==> config.mk <==
export PLATFORM = sky130hd
export DESIGN_NAME = cpu7_ifu_fcl
export DESIGN_NICKNAME = d
export VERILOG_FILES = /design/src/rtl/cpu7_ifu_fcl_pkg.sv /design/src/rtl/cpu7_ifu_fcl_cnt.sv /design/src/rtl/cpu7_ifu_fcl.sv
export SDC_FILE = /design/constraint.sdc
export NUM_CORES = 1
export LEC_CHECK = 0
export ABC_AREA = 1
export BUFFER_PORTS_ARGS = -buffer_cell sky130_fd_sc_hd__buf_2
export CAP_MARGIN = 20
export CORE_MARGIN = 1
export CORE_UTILIZATION = 48
export CTS_BUF_LIST = sky130_fd_sc_hd__clkbuf_4 sky130_fd_sc_hd__clkbuf_8
export CTS_CLUSTER_DIAMETER = 120
export DETAILED_ROUTE_END_ITERATION = 8
export PLACE_DENSITY = 0.8
export SYNTH_ARGS = -nofsm -noshare
export SYNTH_HDL_FRONTEND = slang
export SYNTH_HIERARCHICAL = 1
export SYNTH_SLANG_ARGS = --single-unit
==> constraint.sdc <==
create_clock -name clock -period 1.5 [get_ports clock]
set_clock_uncertainty 0.1 [all_clocks]
set_input_delay 0 -clock clock [delete_from_list [all_inputs] [get_ports clock]]
set_output_delay 0 -clock clock [all_outputs]
set_load 0.005 [all_outputs]
==> src/rtl/cpu7_ifu_fcl_pkg.sv <==
// rtl/cpu7_ifu_fcl_pkg.sv - shared types and defaults for the IFU fetch control logic
package cpu7_ifu_fcl_pkg;

  localparam int FCL_MAX_OUTST = 2;
  localparam int FCL_CNT_W     = 2;

  typedef enum logic [1:0] {
    FCL_INIT  = 2'd0,
    FCL_RUN   = 2'd1,
    FCL_DRAIN = 2'd2
  } fcl_state_e;

  // Active-high view of the pc_bf mux selects, MSB first: init, old, pcinc, brpc, excpc
  typedef struct packed {
    logic init;
    logic old;
    logic pcinc;
    logic brpc;
    logic excpc;
  } fcl_sel_t;

  function automatic logic [4:0] fcl_sel_l(input fcl_sel_t s);
    return ~s;
  endfunction

endpackage

==> src/rtl/cpu7_ifu_fcl_cnt.sv <==
// rtl/cpu7_ifu_fcl_cnt.sv - up/down counter with load, saturating at 0 and MAX
module cpu7_ifu_fcl_cnt #(
  parameter int W   = 2,
  parameter int MAX = 2
) (
  input  logic         clock,
  input  logic         resetn,
  input  logic         inc,
  input  logic         dec,
  input  logic         load,
  input  logic [W-1:0] load_val,
  output logic [W-1:0] cnt
);

  localparam logic [W-1:0] MaxV = W'(MAX);

  logic [W-1:0] cnt_q, cnt_d;

  // Load wins over inc/dec; simultaneous inc and dec cancel out
  always_comb begin
    cnt_d = cnt_q;
    if (load) begin
      cnt_d = (load_val > MaxV) ? MaxV : load_val;
    end else if (inc && !dec) begin
      if (cnt_q != MaxV) cnt_d = cnt_q + W'(1);
    end else if (dec && !inc) begin
      if (cnt_q != '0) cnt_d = cnt_q - W'(1);
    end
  end

  always_ff @(posedge clock or negedge resetn) begin
    if (!resetn) cnt_q <= '0;
    else         cnt_q <= cnt_d;
  end

  assign cnt = cnt_q;

endmodule

==> src/rtl/cpu7_ifu_fcl.sv <==
// rtl/cpu7_ifu_fcl.sv - IFU fetch control: pc_bf select decode, bus request/cancel,
// outstanding-request tracking and stale-response discard after redirects
module cpu7_ifu_fcl
  import cpu7_ifu_fcl_pkg::*;
#(
  parameter int MAX_OUTST = FCL_MAX_OUTST,
  parameter int CNT_W     = FCL_CNT_W
) (
  input  logic             clock,
  input  logic             resetn,
  output logic             inst_req,
  input  logic             inst_addr_ok,
  input  logic             inst_valid,
  output logic             inst_cancel,
  input  logic             br_taken,
  input  logic             exu_ifu_except,
  input  logic             exu_ifu_stall_req,
  output logic             fcl_fdp_sel_init_bf_l,
  output logic             fcl_fdp_sel_old_bf_l,
  output logic             fcl_fdp_sel_pcinc_bf_l,
  output logic             fcl_fdp_sel_brpc_bf_l,
  output logic             fcl_fdp_sel_excpc_bf_l,
  output logic             fcl_fdp_dec_valid,
  output logic             fcl_fdp_pc_f2d_en,
  output logic [CNT_W-1:0] fcl_outst_cnt
);

  localparam logic [CNT_W-1:0] MaxOutst = CNT_W'(MAX_OUTST);

  fcl_state_e       state_q, state_d;
  logic [CNT_W-1:0] outst, drop, drop_load;
  logic             active, redirect, good, req, drop_zero;
  fcl_sel_t         sel;
  logic [4:0]       sel_l;

  // Redirects and responses are ignored until the PC has been initialised
  assign active    = (state_q != FCL_INIT);
  assign redirect  = active && (exu_ifu_except || br_taken);
  assign drop_zero = (drop == '0);
  assign good      = active && inst_valid && drop_zero && !exu_ifu_except &&
                     !br_taken && !exu_ifu_stall_req;
  assign req       = active && (outst < MaxOutst) && !exu_ifu_stall_req;

  // A response arriving with the redirect is itself stale, so it is not counted
  assign drop_load = (inst_valid && outst != '0) ? outst - CNT_W'(1) : outst;

  cpu7_ifu_fcl_cnt #(.W(CNT_W), .MAX(MAX_OUTST)) u_outst_cnt (
    .clock    (clock),
    .resetn   (resetn),
    .inc      (req && inst_addr_ok),
    .dec      (inst_valid),
    .load     (1'b0),
    .load_val ('0),
    .cnt      (outst)
  );

  cpu7_ifu_fcl_cnt #(.W(CNT_W), .MAX(MAX_OUTST)) u_drop_cnt (
    .clock    (clock),
    .resetn   (resetn),
    .inc      (1'b0),
    .dec      (inst_valid && !drop_zero),
    .load     (redirect),
    .load_val (drop_load),
    .cnt      (drop)
  );

  always_comb begin
    state_d = state_q;
    case (state_q)
      FCL_INIT: state_d = FCL_RUN;
      FCL_RUN, FCL_DRAIN: begin
        if (redirect) begin
          state_d = (drop_load != '0) ? FCL_DRAIN : FCL_RUN;
        end else if (state_q == FCL_DRAIN &&
                     (drop_zero || (inst_valid && drop == CNT_W'(1)))) begin
          state_d = FCL_RUN;
        end
      end
      default: state_d = FCL_INIT;
    endcase
  end

  always_ff @(posedge clock or negedge resetn) begin
    if (!resetn) state_q <= FCL_INIT;
    else         state_q <= state_d;
  end

  always_comb begin
    sel = '0;
    if (!active)                sel.init  = 1'b1;
    else if (exu_ifu_except)    sel.excpc = 1'b1;
    else if (br_taken)          sel.brpc  = 1'b1;
    else if (exu_ifu_stall_req) sel.old   = 1'b1;
    else if (good)              sel.pcinc = 1'b1;
    else                        sel.old   = 1'b1;
  end

  assign sel_l                  = fcl_sel_l(sel);
  assign fcl_fdp_sel_init_bf_l  = sel_l[4];
  assign fcl_fdp_sel_old_bf_l   = sel_l[3];
  assign fcl_fdp_sel_pcinc_bf_l = sel_l[2];
  assign fcl_fdp_sel_brpc_bf_l  = sel_l[1];
  assign fcl_fdp_sel_excpc_bf_l = sel_l[0];

  assign inst_req          = req;
  assign inst_cancel       = redirect;
  assign fcl_fdp_dec_valid = good;
  assign fcl_fdp_pc_f2d_en = good;
  assign fcl_outst_cnt     = outst;

  always @(posedge clock) begin
    if (resetn) begin
      assert ($onehot(~sel_l));
      assert (outst <= MaxOutst);
      assert (drop <= outst);
      assert (!(inst_valid && outst == '0));
    end
  end

endmodule

# Word level (Yosys, flattened, before mapping)

Cells that the tools add are included.

Mux-type cells: 23
Eq/ne operators: 6
Reduce and logical (&&, ||, !) cells: 36
Add/subtract/negate cells: 3
Bitwise logic cells: 1
Order comparisons: 2

Operators by type and width:

| kind                                              | count |
|---|---|
| 2-to-1 mux 2 bit                                  | 13 |
| nonzero test 2 bit                                | 8 |
| logical AND 1 bit                                 | 15 |
| 2-to-1 mux 1 bit                                  | 7 |
| logical NOT 1 bit                                 | 6 |
| NOT 5 bit                                         | 1 |
| == test 2 x 1 -> 1 bit, second input constant     | 2 |
| logical NOT 2 bit                                 | 2 |
| 2-to-1 mux 4 bit                                  | 1 |
| inequality test 2 bit, second input constant      | 2 |
| one-hot mux 2 bit (2 select lines)                | 1 |
| subtractor 2 x 1 -> 2 bit, second input constant  | 2 |
| 2-to-1 mux 3 bit                                  | 1 |
| inequality test 3 bit, second input constant      | 1 |
| AND reduction 3 bit                               | 1 |
| adder 2 x 1 -> 2 bit, second input constant       | 1 |
| == test 2 bit, second input constant              | 1 |
| > comparator 2 bit, second input constant         | 1 |
| logical OR 1 bit                                  | 2 |
| less-than comparator 2 bit, second input constant | 1 |
| AND reduction 2 bit                               | 1 |
| OR reduction 2 bit                                | 1 |

Input port bits: 7
Logic and storage cells: 74
Register bits after elaboration: 6
Output and inout port bits: 11

# Logic depth before layout (Yosys ltp)

Gate-level depths: netlist of run 1.

Depth after elaboration: 12
Gate-level depth with buffers: 12
Depth with buffers taken out: 12

# By module

The synthesis of run 1 kept the hierarchy.

By module, submodules not included:

| module           | cells an instance | seq. area each (sq um) | times used | area each (sq um) |
|---|---|---|---|---|
| cpu7_ifu_fcl_cnt | 30                | 50.0                   | 2          | 178.9 |
| cpu7_ifu_fcl     | 57                | 50.0                   | 1          | 325.3 |

# Worst setup path before layout of run 1

OpenSTA, ideal clock, no wires.

Path type: register -> register
Start: register state_q[0]
End: register u_outst_cnt.cnt_q[0], in the netlist u_outst_cnt/cnt[0]
Arrival time: 1,531 ps
Setup time: 117 ps
Slack: -248 ps
Stages on the path, launching flop included: 11
Buffers on the path: 0
Clock period less this slack: 1,748 ps
Data required time: 1,283 ps
Path through: dfrtp_1 > inv_1 > ha_1 > nor3_1 > and2_1 > ha_1 > inv_1 > nand2_1 > nand3_2 > nand3_1 > nand2_1

Longest elaborated chain between the ends: 8
Elaborated cells between the ends (all ways): 12
Classes of those cells: eq/ne (1); mux (1); reduce/logical (10)

Ends and longest elaborated chain:

| item                             | line                   | RTL |
|---|---|---|
| from (decl)                      | cpu7_ifu_fcl.sv:30     | `fcl_state_e state_q, state_d;` |
| from (signal assigned)           | cpu7_ifu_fcl.sv:85     | `else state_q <= state_d;` |
| nonzero test 2 bit *             | cpu7_ifu_fcl.sv:37     | `assign active = (state_q != FCL_INIT);` |
| logical AND 1 bit * (2 in a row) | cpu7_ifu_fcl.sv:42     | `assign req = active && (outst < MaxOutst) && !exu_ifu_stall_req;` |
| net inst_req                     | cpu7_ifu_fcl.sv:11     | `output logic inst_req,` |
| logical AND 1 bit *              | cpu7_ifu_fcl.sv:50     | `.inc (req && inst_addr_ok),` |
| logical NOT 1 bit                | cpu7_ifu_fcl_cnt.sv:26 | `end else if (dec && !inc) begin` |
| logical AND 1 bit                | cpu7_ifu_fcl_cnt.sv:26 |  |
| nonzero test 2 bit (no line)     | n/a                    |  |
| AND reduction 3 bit (no line)    | n/a                    |  |
| to (signal assigned)             | cpu7_ifu_fcl_cnt.sv:33 | `else cnt_q <= cnt_d;` |
| to (decl)                        | cpu7_ifu_fcl_cnt.sv:17 | `logic [W-1:0] cnt_q, cnt_d;` |

The timed path passes the listed nets; every way through them passes the cells marked *.
A chain may end at the register's enable or synchronous reset.

# Final worst setup path of run 1

Start: register state_q[0]
End: register u_outst_cnt.cnt_q[1], in the netlist u_outst_cnt/cnt[1]

Longest elaborated chain between the ends: 8
Elaborated cells between the ends (all ways): 12
Classes of those cells: eq/ne (1); mux (1); reduce/logical (10)

Ends and longest elaborated chain:

| item                             | line |
|---|---|
| nonzero test 2 bit *             | cpu7_ifu_fcl.sv:37 |
| logical AND 1 bit * (2 in a row) | cpu7_ifu_fcl.sv:42 |
| logical AND 1 bit *              | cpu7_ifu_fcl.sv:50 |
| logical NOT 1 bit                | cpu7_ifu_fcl_cnt.sv:26 |
| logical AND 1 bit                | cpu7_ifu_fcl_cnt.sv:26 |
| nonzero test 2 bit (no line)     | n/a |
| AND reduction 3 bit (no line)    | n/a |

Every way passes the cells marked *; elsewhere a longest branch is shown, timed or not.

==> results of run 1 <==
[cell usage after synthesis]
| library cell | count | share of area |
|---|---|---|
| dfrtp_1 | 6 | 0.22 |
| inv_2 | 1 | 0.0055 |
| nand3_1 | 10 | 0.073 |
| nor2_2 | 3 | 0.027 |
| nand3_2 | 3 | 0.044 |
| ha_1 | 6 | 0.11 |
| or2_2 | 1 | 0.0092 |
| nand2_2 | 4 | 0.037 |
| nor3_1 | 2 | 0.015 |
| o21bai_1 | 1 | 0.011 |
| conb_1 | 1 | 0.0055 |
| buf_4 | 1 | 0.011 |
| and2_1 | 1 | 0.0092 |
| nor2_1 | 9 | 0.049 |
| inv_1 | 26 | 0.14 |
| nand2_1 | 42 | 0.23 |
[timing repair]
action | in CTS | in global routing
resized for setup | 6 | 10
hold buffers | 1 | 0
endpoints found under the setup margin | 7 | 11
buffers inserted | 2 | 2
pin swaps | 2 | 7
endpoints found under the hold margin | 6 | 0
[per-layer routing]
metal | vias up | global-route usage
met1 | 327 | 0.292
met2 | 10 | 0.369
met3 | 0 | 0.0341
li1 | 420 | -
met4 | 0 | 0.0776
met5 | - | 0
[cell families after synthesis]
kind of cell               after synthesis  share of synthesized area
and+or+nand+nor                         75                      0.495
buffers and inverters                   28                      0.159
adders and majority gates                6                      0.110
DFF                                      6                      0.220
AOI/OAI and AO/OA                        1                     0.0110
other                                    1                    0.00549
[state kept, by name (all words and copies together) (netlist names)]
signal,count
u_drop_cnt/cnt,2
u_outst_cnt/cnt,2
state_q,2
[power groups by stage]
stage / Clock (mW) / Sequential [mW] / Combinational, mW
5_1_grt: 0.157 / 0.278 / 1.42
6_report: 0.143 / 0.275 / 1.27
2_1_floorplan: 0 / 0.307 / 0.678
3_3_place_gp: 0 / 0.272 / 1.04
4_1_cts: 0.151 / 0.274 / 1.14
3_5_place_dp: 0 / 0.279 / 1.06
[layout make-up]
type                            count  area [um2]
Fill cell                         103         295
Sequential cell                     6         151
Timing Repair Buffer               31         203
Multi-Input combinational cell     89         520
Inverter                           27         106
Clock buffer                        3        22.5
Tap cell                           15        18.8
[stage by stage]
stage | cells | setup slack, ps | power (mW)
after floorplan | 123 | -21.7 | 0.986
after global placement | 163 | -18.6 | 1.31
after detailed placement | 163 | -67.4 | 1.34
after CTS | 169 | -49.2 | 1.56
after global routing | 171 | -136 | 1.86
final | 171 | -59.6 | 1.69
[worst paths after layout]
check	end	slack (ps)	depth (start not counted)	startpoint
worst min-delay path	u_drop_cnt/cnt[1]$_DFFE_PN0P_	20	2	resetn
min in group clock	u_drop_cnt/cnt[1]$_DFFE_PN0P_	150	6	br_taken
worst max register to register	u_outst_cnt/cnt[1]$_DFFE_PN0P_	-60	10	state_q[0]$_DFFE_PN0P_
worst min register to register	state_q[1]$_DFFE_PN0P_	510	3	state_q[1]$_DFFE_PN0P_
max in group asynchronous	u_outst_cnt/cnt[1]$_DFFE_PN0P_	1120	2	resetn
worst max-delay path	u_outst_cnt/cnt[1]$_DFFE_PN0P_	-60	10	state_q[0]$_DFFE_PN0P_
[critical path, cell delays in order, from the launching register on]
cell and delay (ps):
dfrtp_1 380, inv_2 80, ha_4 170, nor3_4 40
and2_4 160, ha_4 260, nor2_1 30, nand3_1 70
nand2_1 50, nand2_1 50, nand2_1 40
==> impl_results.md, run 1 <==
- Status: finished with violations
- Violated checks: setup timing
- Max Cap Viol: 0
- Pwr/cell area: 1660 nW/um2
- # IOs: 18
- Gp weighted congestion: 0.748
- Seq pwr share: 0.162
- Initial DRC Count: 18
- Clock sink count: 6
- Clk network pwr share: 0.084
- Worst VDD drop: 0.916 mV
- FMAX: 641 MHz
- Vias per cell: 4.43
- CTS tree: built
- Net count, final: 171
- Die X: 39.7 um
- RSZ-0062 raised after global routing: yes
- Skew-Pair Late Insertion Delay: 240 ps
- Final core utilization: 0.776
- Leakage power: 0.605 nW
- First-pass GRT wire length: 2350 um
- Number of remaining DRC errors: 0
- Combinational share of power: 0.753
- Fin crit period: 1560 ps
- Hpwl dp: 1310 um
- Avg Inst Size Synth: 5.84 um2
- Synth cell types: 16
- Most common cell after layout, fill and taps aside: nand2_1
- Via count: 757
- Net Sw Frac: 0.460
- Hold crit path type: in -> async
- Synthesis Warnings: 6
- Area grow syn2layout: 49.6%
- Clock H-tree levels: 1
- Endpoint class of the critical path: flip-flop
- Clock-pin slew on the worst setup and hold paths: 40 ps
- Vias in the first global route: 609
- Die Y: 39.7 um
- Placed cell area: 911 um2
- Core area: 1320 um2
- Total global routing overflow: 0
- Critical path class: reg -> reg
- Most frequent cells in the layout: 37 x nand2_1, 22 x inv_1, 16 x buf_2
- Pins over their slew limit: 0
- Synth Instances: 117
- Tcrit/Tclk final: 1.04
- Setup TNS: -139 ps
- Pre-antenna DRT Iters: 4
- Max FO, Critical Path: 4
- PortBufs: 17
- Initial antenna violation count: 0
- Worst EP arrival: 1590 ps
- Layout cells sized above 1: 0.378
- Gr usage total: 0.224
- Startpoint types: flip-flop
- Met2 routed WL: 889 um
- ANT cells: 0
- Rows: 13
- Bufs on Longest Clock Path: 2
- Die ar.: 1580 um2
- DR WL/cell: 9.92 um
- Hold slack: 17.6 ps
- NetSw: 0.779 mW
- CTS root buffer: clkbuf_4
- Largest net degree at the start of global routing: 7
- Sequential area share after synthesis: 0.220
- DR WL met3: 29 um
- Finish-stage setup viols: 4
- Synth Cell Area: 683 um2
- Int Pwr: 0.914 mW
- Post-DRT Antenna Nets: 0
- Worst EP required: 1530 ps
- Post-route cell area: 1020 um2
- Initial Util: 0.519
- Final hold vios: 0
- M1 wire length: 778 um
- Setup WS post-layout: -59.6 ps
- Top Metal Used: met3
- TritonCTS Buffers: 3
- Yosys reg bits: 6
- Routed WL: 1700 um
Power figures use the tool's default switching activity.
==> run 2: changes to the inputs <==
PLACE_DENSITY = default   (was 0.8)
PLACE_DENSITY_LB_ADDON = 0.25   (was default)
==> impl_results.md, run 2 (synthesized netlist as in run 1, its figures left out) <==
- Routed WL: 2010 um
- RSZ-0062 raised after global routing: yes
- Finish-stage setup viols: 6
- Worst VDD drop: 1.27 mV
- # IOs: 18
- Endpoint class of the critical path: flip-flop
- DR WL/cell: 11.4 um
- Skew-Pair Late Insertion Delay: 250 ps
- Max FO, Critical Path: 4
- Vias in the first global route: 768
- Initial DRC Count: 18
- TritonCTS Buffers: 3
- Worst EP required: 1530 ps
- First-pass GRT wire length: 2920 um
- NetSw: 0.903 mW
- Tcrit/Tclk final: 1.06
- Gr usage total: 0.285
- Net count, final: 176
- Initial Util: 0.519
- Most frequent cells in the layout: 34 x nand2_1, 18 x inv_1, 16 x buf_2
- R2r startpoint: state_q[0]$_DFFE_PN0P_
- Placed cell area: 903 um2
- Critical path class: reg -> reg
- Leakage power: 0.647 nW
- Hold EP: inst_req
- CP dominant cell by count: nand2_1
- ANT cells: 0
- Combinational share of power: 0.776
- CP Cell Sequence: inv_2, ha_4, nor3_4, and2_4, ha_4, nor2_1, nand3_1, nand2_1, nand2_1, nand2_1
- Vias per cell: 4.68
- Largest net degree at the start of global routing: 8
- DP Cell Count: 162
- Gp weighted congestion: 0.831
- Clock-pin slew on the worst setup and hold paths: 50 ps
- Max incr delay on CP: 390 ps
- Via count: 824
- Number of remaining DRC errors: 0
- Pre-CTS setup slack: -46.3 ps
- Hold Path Depth: 3
- CTS root buffer: clkbuf_4
- Clock sink count: 6
- Total global routing overflow: 0
- Total power: 1.92 mW
- Final core utilization: 0.859
- Worst EP arrival: 1620 ps
- Int Pwr: 1.01 mW
- Die ar.: 1580 um2
- Area grow syn2layout: 65.6%
- Worst r2r path cells: 10
- FMAX: 630 MHz
- Most common cell after layout, fill and taps aside: nand2_1
- Clk network pwr share: 0.079
- Pwr/cell area: 1690 nW/um2
- PortBufs: 17
- Finished Layout Cells: 176
- Area of the multi-input gates: 577 um2
- Hold crit path type: in -> out
- Beginning of the worst hold path: exu_ifu_stall_req
- Setup WS post-layout: -86.7 ps
- Layout cells sized above 1: 0.447
- Register area: 151 um2
- Core area: 1320 um2
- Pre-antenna DRT Iters: 4
- Filler cells: 75
- Seq pwr share: 0.145
- Die Y: 39.7 um
- Post-route cell area: 1130 um2
- Net Sw Frac: 0.472
- Max stage delay cell, worst path: dfrtp_1
- Reg2reg end: u_outst_cnt/cnt[1]$_DFFE_PN0P_
- Fin crit period: 1590 ps
- CTS tree: built
- Post-DRT Antenna Nets: 0
- Die X: 39.7 um
- Pins over their slew limit: 0
- Crit. Startpoint: state_q[0]$_DFFE_PN0P_
- Max Cap Viol: 0
- R2R setup slack: -90 ps
- Initial antenna violation count: 0
- Violated checks: setup timing
- Status: finished with violations
- Rows: 13
- Final hold vios: 0
- Hpwl dp: 1350 um
- Clock H-tree levels: 1
- Startpoint types: flip-flop
- Bufs on Longest Clock Path: 2
-- run 2: changes by cell type in the layout (fill, tap and decap cells not counted), sizes merged --
cell | previous run | this run
buf | 30 | 33
dlygate4sd3 | 1 | 2
dlymetal6s4s | 0 | 1
-- run 2: final cells by class --
type	count	area share
Timing Repair Buffer	36	0.226
Multi-Input combinational cell	89	0.510
Sequential cell	6	0.134
Tap cell	15	0.0166
Inverter	27	0.0940
Clock buffer	3	0.0199
-- run 2: timing repair --
| item | 4_1_cts | 5_1_grt |
|---|---|---|
| endpoints found under the hold margin | 6 | 0 |
| buffers inserted | 4 | 4 |
| pin swaps | 5 | 16 |
| cloned | 0 | 0 |
| hold buffers | 3 | 0 |
| gates resized for setup | 10 | 24 |
| endpoints found under the setup margin | 7 | 14 |
-- run 2: metrics by stage --
| step | TNS, ps | hold WS, ps |
|---|---|---|
| 3_3_place_gp | -10.2 | -275 |
| 6_report | -247 | 189 |
| 3_5_place_dp | -138 | -268 |
| 2_1_floorplan | -38.1 | -396 |
| 4_1_cts | -181 | 150 |
| 5_1_grt | -900 | 203 |
-- run 2: worst max-delay path: cells and delay by family (launching register included) --
kind / cells / cell delay [ps]
adders and majority gates: 2 / 450
buffers and inverters: 1 / 90
DFF: 1 / 390
and+or+nand+nor: 7 / 440
-- run 2: per-layer routing --
metal	share of wire	GRT usage	vias up
li1	-	-	432
met1	0.40	0.282	374
met2	0.55	0.545	16
met3	0.043	0.0909	2
met4	0.0040	0.0862	0
met5	0	0	-
-- run 2: worst max-delay path by stage --
stage | endpoint | slack [ps]
after CTS | u_outst_cnt/cnt[1]$_DFFE_PN0P_ | -60
after detailed placement | u_outst_cnt/cnt[1]$_DFFE_PN0P_ | -50
after floorplan | u_outst_cnt/cnt[1]$_DFFE_PN0P_ | -20
final | u_outst_cnt/cnt[1]$_DFFE_PN0P_ | -90
after global placement | u_outst_cnt/cnt[1]$_DFFE_PN0P_ | -10
after global routing | u_outst_cnt/cnt[1]$_DFFE_PN0P_ | -180
-- run 2: power groups by stage --
stage,logic [mW],clock network [mW],registers [mW]
final,1.49,0.152,0.278
after global routing,1.64,0.163,0.284
after CTS,1.18,0.159,0.272
after detailed placement,1.06,0,0.276
after global placement,1.02,0,0.271
after floorplan,0.678,0,0.307
==> run 3: changes to the inputs <==
ABC_AREA = default   (was 1)
CORE_AREA = 2 2 39 41   (was default)
CORE_MARGIN = default   (was 1)
CORE_UTILIZATION = default   (was 48)
DIE_AREA = 0 0 41 43   (was default)
GPL_TIMING_DRIVEN = 0   (was default)
==> impl_results.md, run 3 <==
- Status: finished with violations
- Violated checks: setup timing
- CP dominant cell by count: buf_4
- Post-synth top area cell: dfrtp_1
- Synth Instances: 77
- ANT cells: 0
- Worst EP required: 1400 ps
- Skew-Pair Late Insertion Delay: 240 ps
- Top delay family on crit path: simple AND/OR/NAND/NOR gates
- Area grow syn2layout: 64.1%
- Via count: 634
- Most common cell after layout, fill and taps aside: buf_2
- CP Cell Sequence: or4b_4, or4_4, inv_2, buf_4, buf_4
- Critical path depth in cells: 5
- Worst EP arrival: 1860 ps
- # IOs: 18
- Dominant synthesized flop cell: dfrtp_1
- Initial DRC Count: 7
- Critical path class: reg -> out
- Finish-stage setup viols: 6
- Worst path bufs/invs: 3
- Clock H-tree levels: 1
- TritonCTS Buffers: 3
- Pre-antenna DRT Iters: 2
- Met1 usage: 0.263
- CTS tree: built
- Area of the multi-input gates: 528 um2
- Vias per cell: 4.84
- Setup WS post-layout: -456 ps
- PortBufs: 17
- RSZ-0062 raised after global routing: yes
- Die ar.: 1760 um2
- Asr flop ratio synth: 1.00
- Hpwl dp: 997 um
- Finished Layout Cells: 131
- GRT Max-Usage Layer: met2
- Startpoint types: flip-flop
- Endpoint class of the critical path: primary output
- Post-route cell area: 977 um2
- Met2 usage: 0.344
- Hold Path Depth: 3
- Routed WL: 1550 um
- Hold slack: 166 ps
- Synth cell types: 29
- Max Cap Viol: 0
- R2r startpoint: state_q[1]$_DFFE_PN0P_
- Layout cells sized above 1: 0.522
- Max incr delay on CP: 510 ps
- Clock sink count: 6
- FMAX: 511 MHz
- Synthesis Warnings: 6
- Top post-synthesis cells by area: dfrtp_1 25%, ha_1 13%, inv_1 6.9%
- Yosys reg bits: 6
- CTS root buffer: clkbuf_4
- Met3 Use GR: 0.0157
- Final core utilization: 0.706
- Fin crit period: 1960 ps
- Max stage delay cell, worst path: or4b_4
- Register area: 155 um2
- Tcrit/Tclk final: 1.30
- Post-DRT Antenna Nets: 0
- Bufs on Longest Clock Path: 2
- Most frequent cell after synthesis: inv_1
- Number of synthesized flops with an enable pin: 0
- DR WL/cell: 11.8 um
- Rows: 14
- Die Y: 43 um
- Final hold vios: 0
- Total global routing overflow: 0
- Beginning of the worst hold path: br_taken
- Hold crit path type: in -> out
- Gr usage total: 0.207
- Worst VDD drop: 0.944 mV
- Number of remaining DRC errors: 0
- Top post-synthesis cells by count: 11 x inv_1, 7 x nor2_1, 6 x dfrtp_1, 6 x ha_1
- Initial Util: 0.430
- Crit. Startpoint: u_drop_cnt/cnt[1]$_DFFE_PN0P_
- First-pass GRT wire length: 2560 um
- Pins over their slew limit: 0
- Gp weighted congestion: 0.730
- Max FO, Critical Path: 2
- Leakage power: 0.449 nW
- Top-area cell type share of the netlist area: 0.252
- Die X: 41 um
- Net count, final: 129
- Clock-pin slew on the worst setup and hold paths: 40 ps
- Placed cell area: 759 um2
- Core area: 1380 um2
- Worst r2r path cells: 7
- Avg Inst Size Synth: 7.73 um2
- Largest net degree at the start of global routing: 9
- Total power: 1.44 mW
- Sequential area share after synthesis: 0.252
- Most frequent cells in the layout: 15 x buf_2, 11 x buf_4, 7 x inv_1
- Vias in the first global route: 650
- DP Cell Count: 115
- Initial antenna violation count: 0
- Pwr/cell area: 1470 nW/um2
- Synth Cell Area: 596 um2
- Filler cells: 107
[run 3: changes by cell type in the layout (fill, tap and decap cells not counted), sizes merged, moves of 6 or more]
cell / delta
nand3: -12
a21oi: +6
o21ai: +7
nand2: -42
inv: -15
buf: -6
[run 3: what timing repair did]
item | CTS | global route
buffers inserted | 7 | 3
setup endpoints to repair | 11 | 11
hold buffers | 3 | 0
pin swaps | 7 | 2
resized for setup | 16 | 8
endpoints found under the hold margin | 6 | 0
[run 3: final timing paths]
kind	end	slack (ps)
hold / removal	fcl_fdp_sel_brpc_bf_l	170
hold reg to reg	state_q[1]$_DFFE_PN0P_	550
max in group asynchronous	u_drop_cnt/cnt[0]$_DFFE_PN0P_	600
min in group asynchronous	state_q[1]$_DFFE_PN0P_	540
setup / recovery	fcl_fdp_pc_f2d_en	-460
setup reg to reg	u_outst_cnt/cnt[0]$_DFFE_PN0P_	-260
[run 3: per-stage QoR]
stage,worst slack [ps],setup TNS [ps]
after global placement,-299,-1460
after CTS,-460,-1640
final,-456,-1740
after floorplan,-217,-687
after global routing,-518,-2250
after detailed placement,-284,-1800
[run 3: area by class of cell]
cell class / count / share of cell area
multi-input combinational: 63 / 0.540
clock buffer: 4 / 0.0307
buffer: 1 / 0.00768
inverter: 12 / 0.0461
tap: 16 / 0.0205
sequential: 6 / 0.159
timing repair buffer: 29 / 0.196
[run 3: power by group]
part | total [mW] | internal (mW) | switching, mW | leakage (nW)
Combinational | 0.980 | 0.487 | 0.493 | 0.362
Clock | 0.176 | 0.119 | 0.0575 | 0.0184
Sequential | 0.279 | 0.231 | 0.0477 | 0.0685
Total | 1.44 | 0.836 | 0.599 | 0.449
[run 3: routing by layer]
layer | vias up | share of wire
li1 | 333 | -
met1 | 287 | 0.44
met2 | 14 | 0.52
met3 | 0 | 0.041
met4 | 0 | 0
met5 | - | 0
[run 3: logic make-up after synthesis]
| logic type | synth area share |
|---|---|
| compound gates | 0.185 |
| mux | 0.0168 |
| other cells | 0.00630 |
| simple gates | 0.281 |
| flops | 0.252 |
| buf+inv | 0.0882 |
| xor+xnor | 0.0441 |
| fa+ha+maj | 0.126 |
[run 3: worst reg2reg max path, cell delays in order (launching register included)]
cell and delay, ps:
dfrtp_1 370, inv_2 70, ha_4 170, nor3_4 110
and2_4 170, ha_4 200, or3_4 380, a21oi_2 120
